`src/rtl/ps2_key_decoder_if.sv`:
```
`timescale 1ns/1ps
// PS/2 key decoder bus: raw keyboard lines in, decoded key code and frame error out.
// master drives ps2_clk/ps2_data (keyboard side) and observes key/frame_err.
// slave is the decoder side.
interface ps2_key_decoder_if;
    logic       ps2_clk;
    logic       ps2_data;
    logic [1:0] key;
    logic       frame_err;

    modport master (
        output ps2_clk,
        output ps2_data,
        input  key,
        input  frame_err
    );

    modport slave (
        input  ps2_clk,
        input  ps2_data,
        output key,
        output frame_err
    );
endinterface

```
`src/rtl/ps2_key_decoder.sv`:
```
`timescale 1ns/1ps
// Purpose: PS/2 frame receiver + scan-code decoder for left/right arrow and spacebar.
// Latency: key/frame_err are registered, 1 clk after the stop-bit edge is seen
//          (plus 2-flop sync and FILTER_LEN debounce on ps2_clk).
// Backpressure: none; key and frame_err are single-cycle pulses, the keyboard cannot be stalled.
// Ports: clk, rst (sync, active-low), bus (ps2_key_decoder_if.slave: ps2_clk, ps2_data in; key, frame_err out).
// Optional: define PS2_PARITY_CHECK_EN to reject frames with even data+parity weight.
module ps2_key_decoder #(
    parameter int FILTER_LEN     = 4,
    parameter int TIMEOUT_CYCLES = 65000
) (
    input  logic           clk,
    input  logic           rst,
    ps2_key_decoder_if.slave bus
);
    localparam int FLT_W = $clog2(FILTER_LEN + 1);
    localparam int TO_W  = $clog2(TIMEOUT_CYCLES + 1);

    typedef enum logic [1:0] {R_IDLE, R_DATA, R_PARITY, R_STOP} rx_state_t;
    typedef enum logic [1:0] {D_BASE, D_EXT, D_BREAK, D_EXT_BREAK} dec_state_t;

    // ---------------- synchronizers and ps2_clk debounce ----------------
    logic [1:0]       clk_sync;
    logic [1:0]       data_sync;
    logic             clk_filt;
    logic             clk_filt_q;
    logic [FLT_W-1:0] flt_cnt;

    always_ff @(posedge clk) begin
        if (!rst) begin
            clk_sync   <= 2'b11;
            data_sync  <= 2'b11;
            clk_filt   <= 1'b1;
            clk_filt_q <= 1'b1;
            flt_cnt    <= '0;
        end else begin
            clk_sync   <= {clk_sync[0], bus.ps2_clk};
            data_sync  <= {data_sync[0], bus.ps2_data};
            clk_filt_q <= clk_filt;
            // Any sample matching the current filtered level restarts the run,
            // so only FILTER_LEN back-to-back differing samples flip the level.
            if (clk_sync[1] == clk_filt) begin
                flt_cnt <= '0;
            end else if (flt_cnt == FLT_W'(FILTER_LEN - 1)) begin
                clk_filt <= clk_sync[1];
                flt_cnt  <= '0;
            end else begin
                flt_cnt <= flt_cnt + 1'b1;
            end
        end
    end

    logic fall;
    logic rx_bit;
    assign fall   = clk_filt_q & ~clk_filt;
    assign rx_bit = data_sync[1];

    // ---------------- receiver FSM ----------------
    rx_state_t       rx_state, rx_next;
    logic [7:0]      shift;
    logic [2:0]      bit_cnt;
    logic [TO_W-1:0] to_cnt;
    logic            timeout;
    logic            parity_ok;
    logic            byte_vld;
    logic            rx_err;

    assign timeout = (rx_state != R_IDLE) && !fall && (to_cnt == TO_W'(TIMEOUT_CYCLES - 1));

`ifdef PS2_PARITY_CHECK_EN
    logic parity_bit;
    // Odd parity: data plus parity bit must carry an odd number of ones.
    assign parity_ok = ^{shift, parity_bit};
`else
    assign parity_ok = 1'b1;
`endif

    always_ff @(posedge clk) begin
        if (!rst) rx_state <= R_IDLE;
        else      rx_state <= rx_next;
    end

    always_comb begin
        rx_next = rx_state;
        if (timeout) begin
            rx_next = R_IDLE;
        end else if (fall) begin
            case (rx_state)
                R_IDLE:   if (!rx_bit) rx_next = R_DATA;
                R_DATA:   if (bit_cnt == 3'd7) rx_next = R_PARITY;
                R_PARITY: rx_next = R_STOP;
                default:  rx_next = R_IDLE;
            endcase
        end
    end

    always_comb begin
        byte_vld = 1'b0;
        rx_err   = timeout;
        if (fall && rx_state == R_STOP) begin
            byte_vld = rx_bit & parity_ok;
            rx_err   = ~(rx_bit & parity_ok);
        end
    end

    always_ff @(posedge clk) begin
        if (!rst) begin
            shift   <= '0;
            bit_cnt <= '0;
            to_cnt  <= '0;
`ifdef PS2_PARITY_CHECK_EN
            parity_bit <= 1'b0;
`endif
        end else begin
            if (rx_state == R_IDLE || fall) to_cnt <= '0;
            else                            to_cnt <= to_cnt + 1'b1;

            if (rx_state == R_IDLE) begin
                bit_cnt <= '0;
            end else if (fall && rx_state == R_DATA) begin
                shift   <= {rx_bit, shift[7:1]};
                bit_cnt <= bit_cnt + 1'b1;
            end
`ifdef PS2_PARITY_CHECK_EN
            if (fall && rx_state == R_PARITY) parity_bit <= rx_bit;
`endif
        end
    end

    // ---------------- scan-code decoder FSM ----------------
    dec_state_t dec_state, dec_next;
    logic [1:0] key_d;
    logic [1:0] key_q;
    logic       err_q;

    always_ff @(posedge clk) begin
        if (!rst) begin
            dec_state <= D_BASE;
            key_q     <= 2'b00;
            err_q     <= 1'b0;
        end else begin
            dec_state <= dec_next;
            key_q     <= key_d;
            err_q     <= rx_err;
        end
    end

    always_comb begin
        dec_next = dec_state;
        // A bad frame drops any pending E0/F0 prefix.
        if (rx_err) begin
            dec_next = D_BASE;
        end else if (byte_vld) begin
            case (dec_state)
                D_BASE: begin
                    if (shift == 8'hE0)      dec_next = D_EXT;
                    else if (shift == 8'hF0) dec_next = D_BREAK;
                end
                D_EXT:   dec_next = (shift == 8'hF0) ? D_EXT_BREAK : D_BASE;
                default: dec_next = D_BASE;
            endcase
        end
    end

    always_comb begin
        key_d = 2'b00;
        if (byte_vld) begin
            if (dec_state == D_BASE && shift == 8'h29)     key_d = 2'b11;
            else if (dec_state == D_EXT && shift == 8'h6B) key_d = 2'b01;
            else if (dec_state == D_EXT && shift == 8'h74) key_d = 2'b10;
        end
    end

    assign bus.key       = key_q;
    assign bus.frame_err = err_q;
endmodule

```
`src/flat_wrapper.sv`:
```
// flat-port wrapper written by rule: the top's interface ports become plain ports
module ps2_key_decoder_flat 
#(
    parameter int FILTER_LEN     = 4,
    parameter int TIMEOUT_CYCLES = 65000
)
  (clk, rst, bus_ps2_clk, bus_ps2_data, bus_key, bus_frame_err);
  ps2_key_decoder_if bus_i ();
  input  logic clk;
  input  logic rst;
  input wire logic [$bits(bus_i.ps2_clk)-1:0] bus_ps2_clk;
  input wire logic [$bits(bus_i.ps2_data)-1:0] bus_ps2_data;
  output wire logic [$bits(bus_i.key)-1:0] bus_key;
  output wire logic [$bits(bus_i.frame_err)-1:0] bus_frame_err;
  assign bus_i.ps2_clk = bus_ps2_clk;
  assign bus_i.ps2_data = bus_ps2_data;
  assign bus_key = bus_i.key;
  assign bus_frame_err = bus_i.frame_err;
  ps2_key_decoder #(.FILTER_LEN(FILTER_LEN), .TIMEOUT_CYCLES(TIMEOUT_CYCLES)) u_core (.clk(clk), .rst(rst), .bus(bus_i));
endmodule
```
`config.mk`:
```
export PLATFORM = sky130hd
export DESIGN_NAME = ps2_key_decoder_flat
export DESIGN_NICKNAME = d
export VERILOG_FILES = /design/src/rtl/ps2_key_decoder_if.sv /design/src/rtl/ps2_key_decoder.sv /design/src/flat_wrapper.sv
export SDC_FILE = /design/constraint.sdc
export NUM_CORES = 1
export LEC_CHECK = 0
export BUFFER_PORTS_ARGS = -buffer_cell sky130_fd_sc_hd__buf_2
export CAP_MARGIN = 0
export CELL_PAD_IN_SITES_DETAIL_PLACEMENT = 1
export CELL_PAD_IN_SITES_GLOBAL_PLACEMENT = 1
export CORE_MARGIN = 5
export CORE_UTILIZATION = 50
export DETAILED_ROUTE_END_ITERATION = 10
export GPL_ROUTABILITY_DRIVEN = 0
export PLACE_DENSITY_LB_ADDON = 0.1
export SLEW_MARGIN = 15
export SYNTH_ARGS = -nofsm -noshare
export SYNTH_HDL_FRONTEND = slang
export SYNTH_SLANG_ARGS = --single-unit
```
`constraint.sdc`:
```
create_clock -name clk -period 2.8 [get_ports clk]
set_input_delay 0.14 -clock clk [delete_from_list [all_inputs] [get_ports clk]]
set_output_delay 0.14 -clock clk [all_outputs]
set_load 0.02 [all_outputs]
```
==> Yosys cells after proc, flatten, opt, wreduce, memory -nomap -nowiden <==
Index checks and enable logic that the tools add are counted.
W data, S select, Z words.
{ "totals": {"regBits": 43, "out_inout_bits": 3, "elab_cells": 71} }
{ "classes": {"n_addsub": 3, "n_eq_ne": 16, "mux": 12, "n_bitwise": 6, "reduce_logical": 22} }
{ "op_table": {"columns": ["op", "n"], "rows": [
  ["$add A16 B1 Y16 const B", 1],
  ["$eq A16 B16 Y1 const B", 1],
  ["$eq A8 B7 Y1 const B", 2],
  ["$eq A8 B8 Y1 const B", 2],
  ["$mux W2", 8],
  ["$eq A8 B6 Y1 const B", 1],
  ["$reduce_and A2 Y1", 4],
  ["$reduce_or A2 Y1", 4],
  ["$logic_and A1 B1 Y1", 7],
  ["$add A3 B1 Y3 const B", 2],
  ["$pmux W2 S3", 1],
  ["$not A1 Y1", 5],
  ["$eq A2 B1 Y1 const B", 2],
  ["$eq A2 B2 Y1 const B", 2],
  ["$logic_not A2 Y1", 2],
  ["$pmux W2 S2", 1],
  ["$eq A3 B2 Y1 const B", 1],
  ["$eq A3 B3 Y1 const B", 1],
  ["$ne A3 B1 Y1 const B", 1],
  ["$reduce_and A3 Y1", 1],
  ["$reduce_or A3 Y1", 1],
  ["$mux W1", 2],
  ["$ne A2 B1 Y1 const B", 1],
  ["$ne A2 B2 Y1 const B", 1],
  ["other kinds (5)", 5]
]} }

==> Logic depth before layout (Yosys ltp) <==
{ "depth": {"word_depth": 7, "depth_mapped": 7} }

==> Least setup slack after synthesis <==
No wires, ideal clock.
{ "synth_timing": {"path_kind": "register to register", "startpoint": "register u_core.rx_state[0]", "endpoint": "register u_core.dec_state[1]", "setup_time_ps": 132, "arrival_time_ps": 1537, "path_slack_ps": 1130, "path_stages_with_launch": 7, "path_buffers": 0, "period_less_slack_ps": 1670, "path_cell_list": "dfxtp_1 inv_1 ha_1 nand4bb_1 or3_1 o31ai_1 nor2_1"} }
{ "synth_between": {"elab_chain_cells": 5, "word_cells_on_any_way": 9} }
{ "synth_lines": {"columns": ["element", "line", "rtl"], "rows": [
  ["start: declaration", "ps2_key_decoder.sv:59", "rx_state_t rx_state, rx_next;"],
  ["start signal: assignment", "ps2_key_decoder.sv:80", "else rx_state <= rx_next;"],
  ["$reduce_bool A2 Y1", "ps2_key_decoder.sv:68", "assign timeout = (rx_state != R_IDLE) && !fall && (to_cnt == TO_W'(TIMEOUT_CYCLES - 1));"],
  ["$logic_and A1 B1 Y1 (2 in a row)", "ps2_key_decoder.sv:68", null],
  ["$mux W1", "ps2_key_decoder.sv:100", "if (fall && rx_state == R_STOP) begin"],
  ["$reduce_or A2 Y1 (no line)", null, null],
  ["end signal: assignment", "ps2_key_decoder.sv:142", "dec_state <= dec_next;"],
  ["end: declaration", "ps2_key_decoder.sv:131", "dec_state_t dec_state, dec_next;"]
]} }
Parallel ways exist; a longest one is shown, timed or not.
A chain may end at the register's enable or synchronous reset.

==> Final worst setup path <==
{ "layout_timing": {"startpoint": "register u_core.rx_state[0]", "endpoint": "register u_core.rx_state[1]"} }
{ "layout_between": {"elab_chain_cells": 4, "word_cells_on_any_way": 11} }
{ "layout_lines": {"columns": ["element"], "rows": [
  ["branches (longest 4 deep; another with $reduce_and A3 Y1)"]
]} }
Parallel ways; which one is timed is not known.

==> impl_metrics.env <==
export IMPL_hold_path_depth=2
export IMPL_wl_per_cell_um=14.5
export IMPL_dp_cells=258
export IMPL_grt_max_degree=20
export IMPL_clock_path_buffers=2
export IMPL_swShare=0.215
export IMPL_reg2reg_to="u_core.rx_state[1]"
export IMPL_post_cts_setup_buffer_count=0
export IMPL_r2r_start="u_core.rx_state[0]"
export IMPL_cp_cell_sequence="inv_1, ha_1, nand4bb_1, or3_1, o31ai_1, nor2_1"
export IMPL_worstSetupEndpointType="register"
export IMPL_cts_htree_levels=2
export IMPL_seq_area_frac_synth=0.462
export IMPL_port_buffers=6
export IMPL_peakVddDrop_mv=0.375
export IMPL_min_to="u_core.clk_sync[0]"
export IMPL_fin_skew_ps=5.09
export IMPL_crit_path_max_fanout=13
export IMPL_syn_cell_area_um2=1860
export IMPL_min_period_over_period=0.744
export IMPL_synth_nets=223
export IMPL_synth_edf_count=0
export IMPL_pwr_share_comb=0.011
export IMPL_rsz0062_at_grt="false"
export IMPL_fp_dieW_um=71.0
export IMPL_clock_sinks=43
export IMPL_core_area_um2=3630
export IMPL_leakage_nw=0.664
export IMPL_ys_ff_latch=43
export IMPL_routed_via_count=1473
export IMPL_synth_cell_type_count=33
export IMPL_crit_type="reg2reg"
export IMPL_crit_required_ps=2970
export IMPL_fin_ws_ps=717
export IMPL_finalSetupTns_ps=0
export IMPL_slew_violations=0
export IMPL_hp_start="bus_ps2_clk"
export IMPL_fin_crit_ps=2080
export IMPL_tightestPinTransition_ps=523
export IMPL_syn_inst=210
export IMPL_grt_usage=0.168
export IMPL_synth_ff_type="dfxtp_1"
export IMPL_initial_core_util=0.512
export IMPL_start_kind="register"
export IMPL_fin_cells=266
export IMPL_slowest_delay_ps=460
export IMPL_syn2layout_area_growth_pct=8.20
export IMPL_clock_fmax_ghz=0.480
export IMPL_antenna_found_initial=0
export IMPL_n_antenna_cell=0
export IMPL_n_fill_cell=448
export IMPL_crit_arrival_ps=2250
export IMPL_final_antenna_net_count=0
export IMPL_num_io_pins=7
export IMPL_holdBufCountCts=0
export IMPL_vias_per_cell=5.54
export IMPL_hold_viol_final=0
export IMPL_p_sw_mw=0.217
export IMPL_numCtsBuffers=5
export IMPL_die_h_um=71.0
export IMPL_crit_slowest_cell="o31ai_1"
export IMPL_first_pass_iters=4
export IMPL_multi_input_area_um2=948
export IMPL_pre_cts_slack_ps=771
export IMPL_outcome="completed"
export IMPL_cts_root_buffer="clkbuf_8"
export IMPL_drtIter0Drc=67
export IMPL_path_clk_slew_ps=80
export IMPL_drv_cap=0
export IMPL_postSynthAreaPerCell_um2=8.87
export IMPL_holdWs_ps=21.4
export IMPL_nets=230
export IMPL_power_frac_clock=0.379
export IMPL_rows=22
export IMPL_async_flop_share=0
export IMPL_cts_resized=0
export IMPL_hold_class="in2reg"
export IMPL_routed_wl_um=3870
export IMPL_internal_power_mw=0.793
export IMPL_grt_first_pass_wirelength_um=6690
export IMPL_dp_hpwl_um=2860
export IMPL_worstSkewPairLatency_ps=290
export IMPL_r2r_cells=6
export IMPL_grt_pass1_vias=1472
export IMPL_r2r_slack_ps=720
export IMPL_yosysWarnings=0
export IMPL_grt_overflow=0
export IMPL_max_slew_margin=0.648
export IMPL_dieArea_um2=5040
export IMPL_powerDensity_nw_per_um2=502
export IMPL_drc_errors=0
export IMPL_seq_area_um2=861
export IMPL_drive_gt1_frac=0.0826
export IMPL_tritoncts="built"
export IMPL_seq_power_share=0.609
export IMPL_setup_viol=0
how the worst max path moves through the flow:
stage / startpoint / endpoint
4_1_cts: u_core.rx_state[0] / u_core.rx_state[1]
6_report: u_core.rx_state[0] / u_core.rx_state[1]
3_3_place_gp: u_core.rx_state[0] / u_core.rx_state[1]
2_1_floorplan: u_core.rx_state[0] / u_core.dec_state[1]
3_5_place_dp: u_core.rx_state[0] / u_core.dec_state[1]
5_1_grt: u_core.rx_state[0] / u_core.rx_state[1]
power by group through the flow:
stage	Combinational [mW]	Sequential [mW]	Clock [mW]
after CTS	0.0118	0.616	0.396
after global placement	0.0109	0.630	0
after global routing	0.0128	0.616	0.424
after detailed placement	0.0116	0.630	0
final	0.0115	0.616	0.383
after floorplan	0.00825	0.630	0
sequential cells by signal, indices dropped and copies added, names as in the netlist:
name and cells:
u_core.shift 8, u_core.clk_sync 2, u_core.rx_state 2, u_core.bus.key 2, u_core.bus.frame_err 1, u_core.dec_state 2
u_core.to_cnt 16, u_core.bit_cnt 3, u_core.flt_cnt 3, u_core.clk_filt_q 1, u_core.clk_filt 1, u_core.data_sync 2
final cells by class:
| class | count | area share |
|---|---|---|
| tap | 48 | 0.0298 |
| clock inverter | 2 | 0.00621 |
| sequential | 43 | 0.427 |
| timing repair buffer | 6 | 0.0149 |
| inverter | 8 | 0.0149 |
| clock buffer | 6 | 0.0360 |
| multi-input combinational | 153 | 0.471 |
cell usage in the layout (no fill, tap or decap), drive strengths merged, types with 7 or more instances in the layout:
master / count
o21ai: 9
nor2: 28
nand3: 10
nand2b: 7
inv: 8
nand2: 19
a21oi: 7
a21boi: 8
ha: 9
dfxtp: 43
xnor2: 10
cells in the mapped netlist, types with 4 or more instances:
library cell,number,share of area
nor3_1,5,0.013
xor2_1,4,0.019
ha_1,9,0.060
o21ai_0,9,0.024
nor2_1,28,0.056
inv_1,8,0.016
a21boi_0,8,0.032
clkbuf_1,6,0.012
nand2b_1,7,0.024
xnor2_1,10,0.047
a21oi_1,7,0.019
nand4_1,5,0.017
dfxtp_1,43,0.46
nand2_1,19,0.038
nand3_1,9,0.024
or3_1,4,0.013
through the flow:
| stage | cell area (um^2) | utilization | total power, mW |
|---|---|---|---|
| finish | 2010 | 0.554 | 1.01 |
| global route | 2010 | 0.554 | 1.05 |
| CTS | 2010 | 0.554 | 1.02 |
| detailed placement | 1930 | 0.531 | 0.642 |
| global placement | 1930 | 0.531 | 0.641 |
| floorplan | 1860 | - | 0.638 |
layer usage:
| layer | track usage | share of wire |
|---|---|---|
| met5 | 0 | 0 |
| met4 | 0.0752 | 0.020 |
| met3 | 0.0298 | 0.026 |
| met2 | 0.285 | 0.49 |
| met1 | 0.206 | 0.46 |
critical path, delay by kind of cell, from the launching register on:
family	cells	cell delay, ps
DFF	1	390
adders and majority gates	1	350
buffers and inverters	1	90
AOI/OAI and AO/OA	1	460
and+or+nand+nor	3	670
logic make-up (layout without fill, tap and decap cells):
kind of cell | count (synthesis) | after routing | share of synthesized area
and+or+nand+nor | 98 | 98 | 0.272
xor gates and xnor gates | 14 | 14 | 0.0659
adders and majority gates | 9 | 9 | 0.0605
AOI/OAI and AO/OA | 30 | 30 | 0.100
muxes | 2 | 2 | 0.0108
DFF | 43 | 43 | 0.462
buffers and inverters | 14 | 22 | 0.0282
(Power assumes the default switching activity.)
